<file path="src/rtl/store_buffer_fwd.sv">
// store_buffer_fwd: in-order circular store queue between the load/store unit and the data-memory port.
// Latency: an accepted push shows at pull_*/count_o the next cycle; the forwarding lookup is combinational.
// Backpressure: push is dropped while full_o=1 and pull is ignored while empty_o=1; there is no internal stall.
//
// Optional feature macro: STORE_BUFFER_FORWARDING_EN. It adds the lookup_*/forward_* ports and the
// store-to-load forwarding comparators. The default build has neither the ports nor the comparators.
//
// Ports:
//   clk_i, rst_i          clock, synchronous active-high reset
//   push_*                enqueue request, address, data and width (0=byte, 1=half, 2/3=word)
//   pull_request_i        dequeue request
//   pull_*_o              show-ahead view of the head entry
//   full_o/empty_o        status flags, driven only by registered state
//   count_o               current occupancy
//   lookup_*/forward_*    load lookup against in-flight stores (forwarding build only)
module store_buffer_fwd #(
   parameter int DEPTH  = 8,
   parameter int ADDR_W = 32,
   parameter int DATA_W = 32
) (
   input  logic                   clk_i,
   input  logic                   rst_i,
   input  logic                   push_request_i,
   input  logic [ADDR_W-1:0]      push_address_i,
   input  logic [DATA_W-1:0]      push_data_i,
   input  logic [1:0]             push_width_i,
   output logic                   full_o,
   input  logic                   pull_request_i,
   output logic [ADDR_W-1:0]      pull_address_o,
   output logic [DATA_W-1:0]      pull_data_o,
   output logic [1:0]             pull_width_o,
   output logic                   empty_o,
   output logic [$clog2(DEPTH):0] count_o
`ifdef STORE_BUFFER_FORWARDING_EN
   ,
   input  logic                   lookup_valid_i,
   input  logic [ADDR_W-1:0]      lookup_address_i,
   output logic                   forward_hit_o,
   output logic [DATA_W-1:0]      forward_data_o,
   output logic                   forward_conflict_o
`endif
);

   localparam int PTR_W = $clog2(DEPTH);
   localparam int CNT_W = PTR_W + 1;

   logic [ADDR_W-1:0] r_addr  [DEPTH];
   logic [DATA_W-1:0] r_data  [DEPTH];
   logic [1:0]        r_width [DEPTH];
   logic [PTR_W-1:0]  r_head;
   logic [PTR_W-1:0]  r_tail;
   logic [CNT_W-1:0]  r_count;

   logic w_push_acc;
   logic w_pull_acc;

   assign full_o  = (r_count == CNT_W'(DEPTH));
   assign empty_o = (r_count == '0);
   assign count_o = r_count;

   // Acceptance uses only the registered flags, so a pull cannot make room
   // for a push in the same cycle, and a push cannot feed a pull while empty.
   assign w_push_acc = push_request_i & ~full_o;
   assign w_pull_acc = pull_request_i & ~empty_o;

   assign pull_address_o = r_addr[r_head];
   assign pull_data_o    = r_data[r_head];
   assign pull_width_o   = r_width[r_head];

   always_ff @(posedge clk_i) begin
      if (rst_i) begin
         r_head  <= '0;
         r_tail  <= '0;
         r_count <= '0;
      end else begin
         if (w_push_acc) r_tail <= r_tail + 1'b1;
         if (w_pull_acc) r_head <= r_head + 1'b1;
         r_count <= r_count + CNT_W'(w_push_acc) - CNT_W'(w_pull_acc);
      end
   end

   // Entry storage needs no reset: occupancy alone decides which entries are live.
   always_ff @(posedge clk_i) begin
      if (!rst_i && w_push_acc) begin
         r_addr[r_tail]  <= push_address_i;
         r_data[r_tail]  <= push_data_i;
         r_width[r_tail] <= push_width_i;
      end
   end

`ifdef STORE_BUFFER_FORWARDING_EN
   logic             w_found;
   logic [PTR_W-1:0] w_sel;
   logic             w_exact_word;

   // Walk from the youngest entry (tail-1) towards the oldest; the first
   // word-aligned address match wins. Ages at or beyond count are not live.
   always_comb begin
      w_found = 1'b0;
      w_sel   = '0;
      for (int i = 0; i < DEPTH; i++) begin
         logic [PTR_W-1:0] idx;
         idx = r_tail - PTR_W'(i + 1);
         if (!w_found && (CNT_W'(i) < r_count) &&
             (r_addr[idx][ADDR_W-1:2] == lookup_address_i[ADDR_W-1:2])) begin
            w_found = 1'b1;
            w_sel   = idx;
         end
      end
   end

   // Width code 3 is reserved and behaves as a word, so bit 1 marks a word store.
   assign w_exact_word       = r_width[w_sel][1] & (r_addr[w_sel] == lookup_address_i);
   assign forward_hit_o      = lookup_valid_i & w_found & w_exact_word;
   assign forward_conflict_o = lookup_valid_i & w_found & ~w_exact_word;
   assign forward_data_o     = forward_hit_o ? r_data[w_sel] : '0;
`endif

endmodule

</file>
<file path="config.mk">
export PLATFORM = sky130hd
export DESIGN_NAME = store_buffer_fwd
export DESIGN_NICKNAME = d
export VERILOG_FILES = /design/src/rtl/store_buffer_fwd.sv
export SDC_FILE = /design/constraint.sdc
export NUM_CORES = 1
export LEC_CHECK = 0
export CAP_MARGIN = 20
export CORE_MARGIN = 5
export CORE_UTILIZATION = 63
export DETAILED_ROUTE_END_ITERATION = 10
export PLACE_DENSITY = 0.84
export SYNTH_ARGS = -nofsm -noshare
export SYNTH_HDL_FRONTEND = slang
export SYNTH_SLANG_ARGS = --single-unit
export TNS_END_PERCENT = 50
</file>
<file path="constraint.sdc">
create_clock -name clk_i -period 16.9 [get_ports clk_i]
set_input_delay 5.07 -clock clk_i [delete_from_list [all_inputs] [get_ports clk_i]]
set_output_delay 5.07 -clock clk_i [all_outputs]
set_load 0.05 [all_outputs]
</file>
# Word level (Yosys, flattened, before mapping)

Memories as Yosys holds them, arrays and structs flattened. A register that Yosys moved wholly into a read port is not among the register bits.
Cells that the tools add are included.
W data, S select, Z words.

Bits in registers: 10
Bits in latches: 0
RAM bits: 528
Memory bits (read-only): 0
Output and inout port bits: 72
Memories: 3

Memories:

| name    | depth | bits a word | rd ports | clocked after memory_dff | write ports | line | text |
|---|---|---|---|---|---|---|---|
| r_addr  | 8     | 32          | 1        | 1                        | 1           | 47   | `logic [ADDR_W-1:0] r_addr [DEPTH];` |
| r_data  | 8     | 32          | 1        | 1                        | 1           | 48   | `logic [DATA_W-1:0] r_data [DEPTH];` |
| r_width | 8     | 2           | 1        | 1                        | 1           | 49   | `logic [1:0] r_width [DEPTH];` |

Add/subtract/negate cells: 4
Multiply operators: 0
Divide/modulo/power cells: 0
$lt $le $gt $ge: 0
Eq/ne operators: 1
Shifts and indexed selects: 0
Multiplexer cells: 8
Bitwise gates (word level): 4
Reductions and logical operators: 3

Operators by type and width:

| cell                  | count |
|---|---|
| $mux W3               | 6 |
| $add A3 B1 Y3 const B | 2 |
| $add A4 B1 Y4         | 1 |
| $eq A4 B4 Y1 const B  | 1 |
| $logic_not A4 Y1      | 1 |
| $sub A4 B1 Y4         | 1 |
| $and A1 B1 Y1         | 2 |
| $mux W1               | 2 |
| $not A1 Y1            | 2 |
| $logic_and A1 B1 Y1   | 1 |
| $logic_not A1 Y1      | 1 |

# Depth between registers and ports, before layout

Gate-level depths: netlist of run 1.

Depth in word-level cells: 6
Depth in mapped cells: 11
Depth with buffers taken out: 10

# Least setup slack after synthesis of run 1

OpenSTA, ideal clock, no wires.

Path type: input port to flip-flop
Start: input push_request_i
End: memory r_addr[0][0] (enable)
Arrival: 10.191 ns
Required time: 16.329 ns
Setup slack: 6.138 ns
Stages: 3
Buffers on the path: 0
Cells stage by stage: inv_1 > or4_1 > nor3_1

Longest elaborated chain between the ends: 4

RTL lines:

| item                          | line | text |
|---|---|---|
| start, declared               | 23   | `input logic push_request_i,` |
| $and A1 B1 Y1                 | 63   | `assign w_push_acc = push_request_i & ~full_o;` |
| $logic_and A1 B1 Y1           | 84   | `if (!rst_i && w_push_acc) begin` |
| $mux W1                       | 84   |  |
| $mux W1 (implied by the code) | 85   | `r_addr[r_tail] <= push_address_i;` |
| end, declared                 | 47   |  |

Every way passes these cells.

==> metrics.md, run 1 <==
| Metric | Value |
|---|---|
| Die height | 190.4 um |
| Num CTS Buffers | 51 |
| Min cycle time layout | 9.009 ns |
| Syn Std Cell Area | between 20000 and 25000 sq um |
| Root buf cell | clkbuf_16 |
| Rows | between 60 and 70 |
| Setup_tns | 0 ns |
| Initial antenna violation count | 7 |
| Fin nets | between 1000 and 1500 |
| Share of layout cells above drive strength 1 | 27.58% |
| Arrival time at the worst endpoint | around 4 ns |
| Hold Path Class | reg -> reg |
| Area of the core | ~32000 sq um |
| Critical path launch point type | flop |
| Port Buffers | between 100 and 150 |
| Final Hold Fails | 0 |
| Run status | finished, final reports clean |
| Slowest CP cell | buf_4 |
| Power density over the cells | 141.5 nW/um^2 |
| First drt pass iteration count | 5 |
| Clk_lat worst skew | 0.56 ns |
| Initial core utilization | approximately 63% |
| Pin count of the biggest net entering global routing | 77 |
| YS warnings | 0 |
| Post-CTS sizing | 0 |
| Least-Margin Pin Slew | 1.062 ns |
| Leak pwr | 7.350 nW |
| Crit path kind | reg -> out |
| CP Capture Type | output port |
| Core Util, Final | 74.00% |
| TritonCTS clock tree | done |
| CP max FO | 76 |
| Max stage delay on crit path | 0.93 ns |
| Per-cell routed wire length | 27.05 um |
| Final HPWL DP | roughly 21000 um |
| First-pass GRT wire length | 61400 um |
| Top Ports | approximately 140 |
| Vias | ~9300 |
| TritonCTS Sinks | between 500 and 600 |
| Grt ovf | 0 |
| Max IR drop VDD | ~0.13 mV |
| Post-synthesis sequential element count | 541 |
| Die span in x | 190.4 um |
| H-tree Lvls | 2 |
| Antenna viol nets, final | 0 |
| Count of final max-slew check failures | 0 |
| Cell variety after synth | 30 |
| Vias in the first global route | 9958 |
| DRC Markers | 0 |
| Final setup violation count | 0 |
| Worst R2R Path Depth | 7 |
| Max Root-Sink Buffers | 3 |
| GP Congestion | 0.7072 |
| 1st-iter DRT viols | 825 |
| Setup Buffers After CTS | 0 |
| Critical-path cell list | buf_4, mux4_2, mux2_2, clkdlybuf4s50_1 |
| Fin crit share | 53.31% |
| RSZ-0062 raised after global routing | no |
| Avg Vias per Cell | 6.175 |
| Layout Skew | 0.009820 ns |
| Synthesis-to-layout area growth | 16.87% |
| Critical Path RT | between 10 and 15 ns |
| Post-Syn Instances | 845 |
| Most common cell after layout, fill and taps aside | edfxtp_1 |
| Fmax | 111.0 MHz |
| Slew margin rel. | around 29% |
| Max-cap violations | 0 |
| Post-Syn Area per Cell | 24.26 sq um |
| Hold Path Depth | 2 |
| Synth Net Count | 923 |
| Commonest cells after routing, fill and taps aside | edfxtp_1 (528), clkdlybuf4s50_1 (141), mux4_2 (132) |
| Hold_ws | 0.5107 ns |
| Sequential area share after synthesis | 78.62% |
| Drt total wl | 40570 um |
| Clk slew on worst S/H paths | 0.06 ns |
| # hold bufs at CTS | 0 |
| Total GRT Usage | 22.83% |
| Die area | between 30000 and 40000 sq um |
cell type report:
class                      count  area [sq um]
tap                          442         553.0
sequential                   541         16130
fill                        1720          8416
timing repair buffer         155          1529
clock inverter                28         156.4
inverter                       6         22.52
clock buffer                  66          1375
antenna                        3         7.507
multi-input combinational    259          4185
routing by layer:
layer | GRT usage [%] | wire, um
met2 | 38.42 | 21370
met5 | 0 | 59
met4 | 6.602 | 896
met1 | 30.86 | 15620
met3 | 4.962 | 2628
stage by stage:
stage / cell area (sq um) / worst slack [ns] / std cells / total power, mW
after CTS: 23930 / 7.495 / 1496 / 3.414
final: 23960 / 7.891 / 1500 / 3.390
after global placement: 22400 / 8.131 / 1402 / 2.355
after detailed placement: 22400 / 8.095 / 1402 / 2.366
after floorplan: 20500 / 6.138 / 845 / 2.129
after global routing: 23960 / 7.734 / 1500 / 3.509
state kept, by name, summed over array words and instances, names as in the netlist, named ones only:
name,flops
r_head,3
r_tail,3
r_addr,256
count_o,4
r_data,256
r_width,16
critical path, delay by kind of cell, from the launching register on:
| family | cells | cell delay, ns |
|---|---|---|
| buffers and inverters | 2 | 1.65 |
| DFF | 1 | 0.89 |
| muxes | 2 | 0.73 |
final timing paths:
kind	start	slack, ns	end
setup / recovery	flop	7.89	pull_address_o[2]
hold / removal	r_head[1]	0.51	flop
setup reg to reg	count_o[2]	13.35	r_data[2][29]
hold reg to reg	r_head[1]	0.51	flop
power breakdown:
part	internal [mW]	switching, mW
registers	1.52	0.0341
logic	0.319	0.464
clock network	0.587	0.465
logic make-up (layout without fill, tap and decap cells):
logic type,after synthesis,count (layout),synth area share (%)
DFF,541,541,78.62
muxes,202,202,18.34
buffers and inverters,45,255,1.233
and+or+nand+nor,36,36,0.9157
AOI/OAI and AO/OA,11,11,0.2869
adders and majority gates,8,8,0.5249
xor gates and xnor gates,2,2,0.08547
other,0,3,0
cells in the mapped netlist:
master    instances  area share, %
a21oi_1           6           0.15
a31o_2            1          0.043
and2_1            1          0.031
buf_1             1          0.018
buf_2            13           0.32
buf_6             9           0.49
clkbuf_1         16           0.29
dfxtp_1          13            1.3
edfxtp_1        528             77
fa_1              1          0.098
ha_1              7           0.43
inv_1             6           0.11
mux2_1            2           0.11
mux2_2           66            3.6
mux2i_1           2          0.098
mux4_2          132             15
nand2_1           5          0.092
nand2b_1          6           0.18
nand3_1           2          0.049
nand4b_1          1          0.043
nor2_1           11           0.20
nor2b_1           3          0.092
nor3_1            2          0.049
nor3b_1           1          0.037
o21ai_0           4          0.098
or3_1             2          0.061
or3b_1            1          0.043
or4_1             1          0.037
xnor2_1           1          0.043
xor2_1            1          0.043
(Power assumes the default switching activity.)
==> run 2: changes to the inputs <==
--- a/config.mk
+++ b/config.mk
@@ -7,9 +7,9 @@
 export LEC_CHECK = 0
 export CAP_MARGIN = 20
 export CORE_MARGIN = 5
-export CORE_UTILIZATION = 63
+export CORE_UTILIZATION = 58
 export DETAILED_ROUTE_END_ITERATION = 10
-export PLACE_DENSITY = 0.84
+export PLACE_DENSITY = 0.78
 export SYNTH_ARGS = -nofsm -noshare
 export SYNTH_HDL_FRONTEND = slang
 export SYNTH_SLANG_ARGS = --single-unit
==> constraint.sdc (replaced) <==
create_clock -name clk_i -period 8.5 [get_ports clk_i]
set_input_delay 2.55 -clock clk_i [delete_from_list [all_inputs] [get_ports clk_i]]
set_output_delay 2.55 -clock clk_i [all_outputs]
set_load 0.05 [all_outputs]
==> metrics.md, run 2 (synthesis results as in run 1) <==
| Metric | Value |
|---|---|
| Run status | finished, final reports clean |
| Die span in x | 198.0 um |
| Combinational share of power | 22.9% |
| Critical-path cell list | buf_4, mux4_2, mux2_2, clkdlybuf4s50_1 |
| Met2 GRT Util | 32.46% |
| Crit path kind | reg -> out |
| Share of layout cells above drive strength 1 | 27.38% |
| Slew margin rel. | 26.60% |
| Fin crit share | 74.42% |
| Biggest regs | r_addr (256), r_data (256), r_width (16) |
| Vias in the first global route | 9813 |
| Root buf cell | clkbuf_16 |
| Core Util, Final | approximately 70% |
| Top delay family on crit path | buffers and inverters |
| Max Root-Sink Buffers | 3 |
| Area of the core | 34710 sq um |
| Hold Path Class | reg -> reg |
| Switching Fraction | 28.24% |
| Clk_lat worst skew | 0.56 ns |
| Slowest CP cell | dfxtp_4 |
| Count of final max-slew check failures | 0 |
| # hold bufs at CTS | 0 |
| Leak pwr | 7.329 nW |
| Critical path launch point type | flop |
| Global Route met1 Usage | 28.76% |
| Power density over the cells | 278.1 nW/um^2 |
| Die area | 39200 sq um |
| GRT busiest layer | met2 |
| Grt ovf | 0 |
| CP max FO | 42 |
| TritonCTS clock tree | done |
| Port Buffers | 141 |
| 1st-iter DRT viols | 697 |
| Max stage delay on crit path | 0.78 ns |
| CP Capture Type | output port |
| Pin count of the biggest net entering global routing | 67 |
| Fillers | 2099 |
| Fmax | 158.1 MHz |
| Clock power frac | 30.3% |
| DRC Markers | 0 |
| GR Util met3 | 3.914% |
| Layout Skew | approximately 0.017 ns |
| Top Ports | approximately 140 |
| Vias | 9137 |
| Critical Path RT | 5.95 ns |
| Final instance area | 23920 sq um |
| Fin nets | 1094 |
| Max IR drop VDD | between 0.2 and 0.25 mV |
| Per-cell routed wire length | ~26 um |
| GP Congestion | 0.7488 |
| Die height | 198.0 um |
| Arrival time at the worst endpoint | 3.78 ns |
| Final Hold Fails | 0 |
| Max-cap violations | 0 |
| Setup Buffers After CTS | 0 |
| Min cycle time layout | 6.326 ns |
| Antenna viol nets, final | 0 |
| Crit path buf inv count | 2 |
| Cell Int Power | 4.772 mW |
| NetSw | 1.878 mW |
| Rows | 68 |
| First-pass GRT wire length | 59060 um |
| Avg Vias per Cell | 6.063 |
| Least-Margin Pin Slew | 1.101 ns |
| Total power | 6.651 mW |
| H-tree Lvls | 2 |
| Num CTS Buffers | 52 |
| Synthesis-to-layout area growth | 16.67% |
| RSZ-0062 raised after global routing | no |
| Clk slew on worst S/H paths | 0.06 ns |
| Cell Count, Final, Fillers Out | 1507 |
| Post-CTS sizing | 0 |
| Drt total wl | 38460 um |
| Initial core utilization | 59.05% |
| Final HPWL DP | between 20000 and 25000 um |
| Total GRT Usage | 19.94% |
| Final setup violation count | 0 |
| Placed cell count | around 1400 |
| Diodes inserted | 0 |
| Share of power burned in registers | 46.7% |
| Dpl cell area | 22440 sq um |
| TritonCTS Sinks | roughly 540 |
| Most common cell after layout, fill and taps aside | edfxtp_1 |
| First drt pass iteration count | 5 |
| Commonest cells after routing, fill and taps aside | edfxtp_1 (528), clkdlybuf4s50_1 (141), mux4_2 (132) |
| Initial antenna violation count | 2 |
| Setup_tns | 0 ns |
==> run 2: cell count changes in the layout (fill, tap and decap cells not counted), sizes merged <==
| cell | before | now |
|---|---|---|
| diode | 3 | 0 |
| clkinv | 25 | 23 |
| buf | 14 | 15 |
| bufinv | 1 | 0 |
| clkbuf | 66 | 65 |
| clkinvlp | 2 | 1 |
| inv | 6 | 7 |
==> run 2: metrics by stage <==
step / hold WS [ns] / setup slack, ns
after floorplan: 0.4739 / 0.2581
after global placement: 0.4838 / 2.672
after detailed placement: 0.4824 / 2.651
after CTS: 0.4969 / 2.027
after global routing: 0.5406 / 1.865
final: 0.4939 / 2.174
==> run 2: tightest hold or removal path: cells and delay by family, from the launching register on <==
kind	cells	cell delay (ns)
flops	1	0.31
simple gates	1	0.08
mux	1	0.06
==> run 2: final timing paths <==
check             start              end  slack [ns]  cells after the start
min           r_head[1]             flop        0.49                      2
max reg2reg  count_o[2]     r_data[2][9]        5.14                      7
max                flop  pull_data_o[12]        2.17                      4
min reg2reg   r_head[1]             flop        0.49                      2
==> run 2: power groups by stage <==
stage	sequential (mW)	clock, mW	combinational (mW)
after floorplan	3.13	0	1.10
after global placement	3.16	0	1.53
after detailed placement	3.16	0	1.54
after CTS	3.11	2.06	1.55
after global routing	3.12	2.18	1.60
final	3.11	2.02	1.53
==> run 2: cell type report <==
cell class                      count  area (sq um)  area share [%]
Clock buffer                       65          1350           5.645
Clock inverter                     25         125.1          0.5232
Inverter                            6         22.52         0.09417
Multi-Input combinational cell    259          4185           17.50
Sequential cell                   541         16130           67.43
Tap cell                          455         569.3           2.380
Timing Repair Buffer              156          1536           6.425
==> run 2: routing by layer <==
layer / part of all wire (%) / vias up / wire length, um
li1: - / 3925 / -
met1: 42 / 4877 / 16150
met4: 1.9 / 4 / 733
met2: 51 / 263 / 19430
met3: 5.5 / 68 / 2116
met5: 0.083 / - / 32
==> run 3: changes to the inputs <==
--- a/config.mk
+++ b/config.mk
@@ -7,9 +7,9 @@
 export LEC_CHECK = 0
 export CAP_MARGIN = 20
 export CORE_MARGIN = 5
-export CORE_UTILIZATION = 58
+export CORE_UTILIZATION = 53
 export DETAILED_ROUTE_END_ITERATION = 10
-export PLACE_DENSITY = 0.78
+export PLACE_DENSITY = 0.75
 export SYNTH_ARGS = -nofsm -noshare
 export SYNTH_HDL_FRONTEND = slang
 export SYNTH_SLANG_ARGS = --single-unit
==> constraint.sdc (replaced) <==
create_clock -name clk_i -period 5.52 [get_ports clk_i]
set_input_delay 1.656 -clock clk_i [delete_from_list [all_inputs] [get_ports clk_i]]
set_output_delay 1.656 -clock clk_i [all_outputs]
set_load 0.05 [all_outputs]
==> metrics.md, run 3 (synthesis results as in run 1) <==
| Metric | Value |
|---|---|
| Run status | finished, final reports clean |
| Min cycle time layout | 4.844 ns |
| Vias | 9126 |
| Die area | approximately 43000 sq um |
| Leak pwr | ~7.5 nW |
| Initial core utilization | 53.29% |
| H-tree Lvls | 2 |
| 1st-iter DRT viols | 604 |
| Antenna viol nets, final | 0 |
| Total GRT Usage | 18.16% |
| Fin nets | 1097 |
| Commonest cells after routing, fill and taps aside | edfxtp_1 (528), clkdlybuf4s50_1 (141), mux4_2 (132) |
| CP max FO | 60 |
| Die height | 206.7 um |
| Most common cell after layout, fill and taps aside | edfxtp_1 |
| TritonCTS clock tree | done |
| Max IR drop VDD | 0.2896 mV |
| CP Capture Type | output port |
| Setup Buffers After CTS | 0 |
| Max Root-Sink Buffers | 3 |
| Drt total wl | 38180 um |
| Hold Path Depth | 2 |
| GP Congestion | approximately 0.70 |
| Biggest regs | r_addr (256), r_data (256), r_width (16) |
| Per-cell routed wire length | around 24 um |
| Share of layout cells above drive strength 1 | 28.58% |
| Root buf cell | clkbuf_16 |
| # hold bufs at CTS | 0 |
| Port Buffers | between 100 and 150 |
| Pin count of the biggest net entering global routing | 67 |
| Critical Path RT | 3.86 ns |
| Hold Path Class | reg -> reg |
| First-pass GRT wire length | 58170 um |
| Grt ovf | 0 |
| Least-Margin Pin Slew | 0.6683 ns |
| Die span in x | 206.7 um |
| Fmax | 206.4 MHz |
| Area of the core | 38470 sq um |
| Initial antenna violation count | 3 |
| Post-CTS sizing | 0 |
| RSZ-0062 raised after global routing | no |
| Total power | 10.57 mW |
| Rows | 72 |
| Top Ports | 142 |
| DRC Markers | 0 |
| Vias in the first global route | slightly below 10000 |
| TritonCTS Sinks | 541 |
| Arrival time at the worst endpoint | about 3.2 ns |
| Crit path kind | reg -> out |
| Critical path launch point type | flop |
| Final setup violation count | 0 |
| Power density over the cells | around 430 nW/um^2 |
| Max-cap violations | 0 |
| Avg Vias per Cell | 5.776 |
| Worst R2R Path Depth | 7 |
| Final HPWL DP | 19850 um |
| Num CTS Buffers | between 50 and 60 |
| Synthesis-to-layout area growth | 18.79% |
| Clk_lat worst skew | 0.55 ns |
| Slew margin rel. | 55.45% |
| Hold_ws | 0.5036 ns |
| Fillers | ~2600 |
| Clk slew on worst S/H paths | 0.06 ns |
| Fin crit share | 87.76% |
| Final Hold Fails | 0 |
| Count of final max-slew check failures | 0 |
| First drt pass iteration count | 5 |
| Layout Skew | 0.007829 ns |
## run 3: changes by cell type in the layout (fill, tap and decap cells not counted), sizes merged
cell    change
bufinv      +6
clkinv      +4
clkbuf      -5
buf         +4
diode       +2
inv         -1
## run 3: final cells by class
class / count / area (sq um) / area share [%]
well taps: 518 / 648.1 / 2.662
multi-input cells: 259 / 4198 / 17.24
clock inverters: 34 / 306.5 / 1.259
inverters: 6 / 22.52 / 0.09249
repair buffers: 160 / 1692 / 6.947
diodes: 2 / 5.005 / 0.02055
flip-flops and latches: 541 / 16130 / 66.23
clock buffers: 60 / 1353 / 5.554
## run 3: final timing paths
check | start | to | slack (ns)
setup / recovery | flop | pull_data_o[15] | 0.68
hold / removal | r_head[2] | flop | 0.50
setup reg to reg | count_o[2] | r_data[0][6] | 2.90
hold reg to reg | r_head[2] | flop | 0.50
## run 3: critical path, stage by stage (launching register included)
cell and delay, ns:
dfxtp_4 0.54, buf_12 0.43, mux4_2 0.56, mux2_2 0.31
clkdlybuf4s50_1 0.72
## run 3: metrics by stage
| step | setup slack, ns | setup TNS [ns] | instance area (sq um) | std cells | utilization (%) |
|---|---|---|---|---|---|
| 2_1_floorplan | -0.05637 | -11.16 | 20510 | 845 | - |
| 3_3_place_gp | 1.212 | 0 | 22690 | 1484 | 58.98 |
| 3_5_place_dp | 1.204 | 0 | 22690 | 1484 | 58.98 |
| 4_1_cts | 0.5896 | 0 | 24350 | 1578 | 63.29 |
| 5_1_grt | 0.4805 | 0 | 24350 | 1579 | 63.30 |
| 6_report | 0.6755 | 0 | 24350 | 1580 | 63.30 |
## run 3: layer usage
metal	global-route usage [%]	share of wire, %	up-vias
li1	-	-	3938
met1	26.16	43	4861
met2	29.29	50	280
met3	3.703	5.8	43
met4	4.396	1.3	4
met5	0	0.089	-
## run 3: report_power, final
part	total [mW]	switching, mW	internal [mW]
registers	4.71	0.0618	4.65
logic	2.44	1.45	0.994
clock network	3.42	1.39	2.02
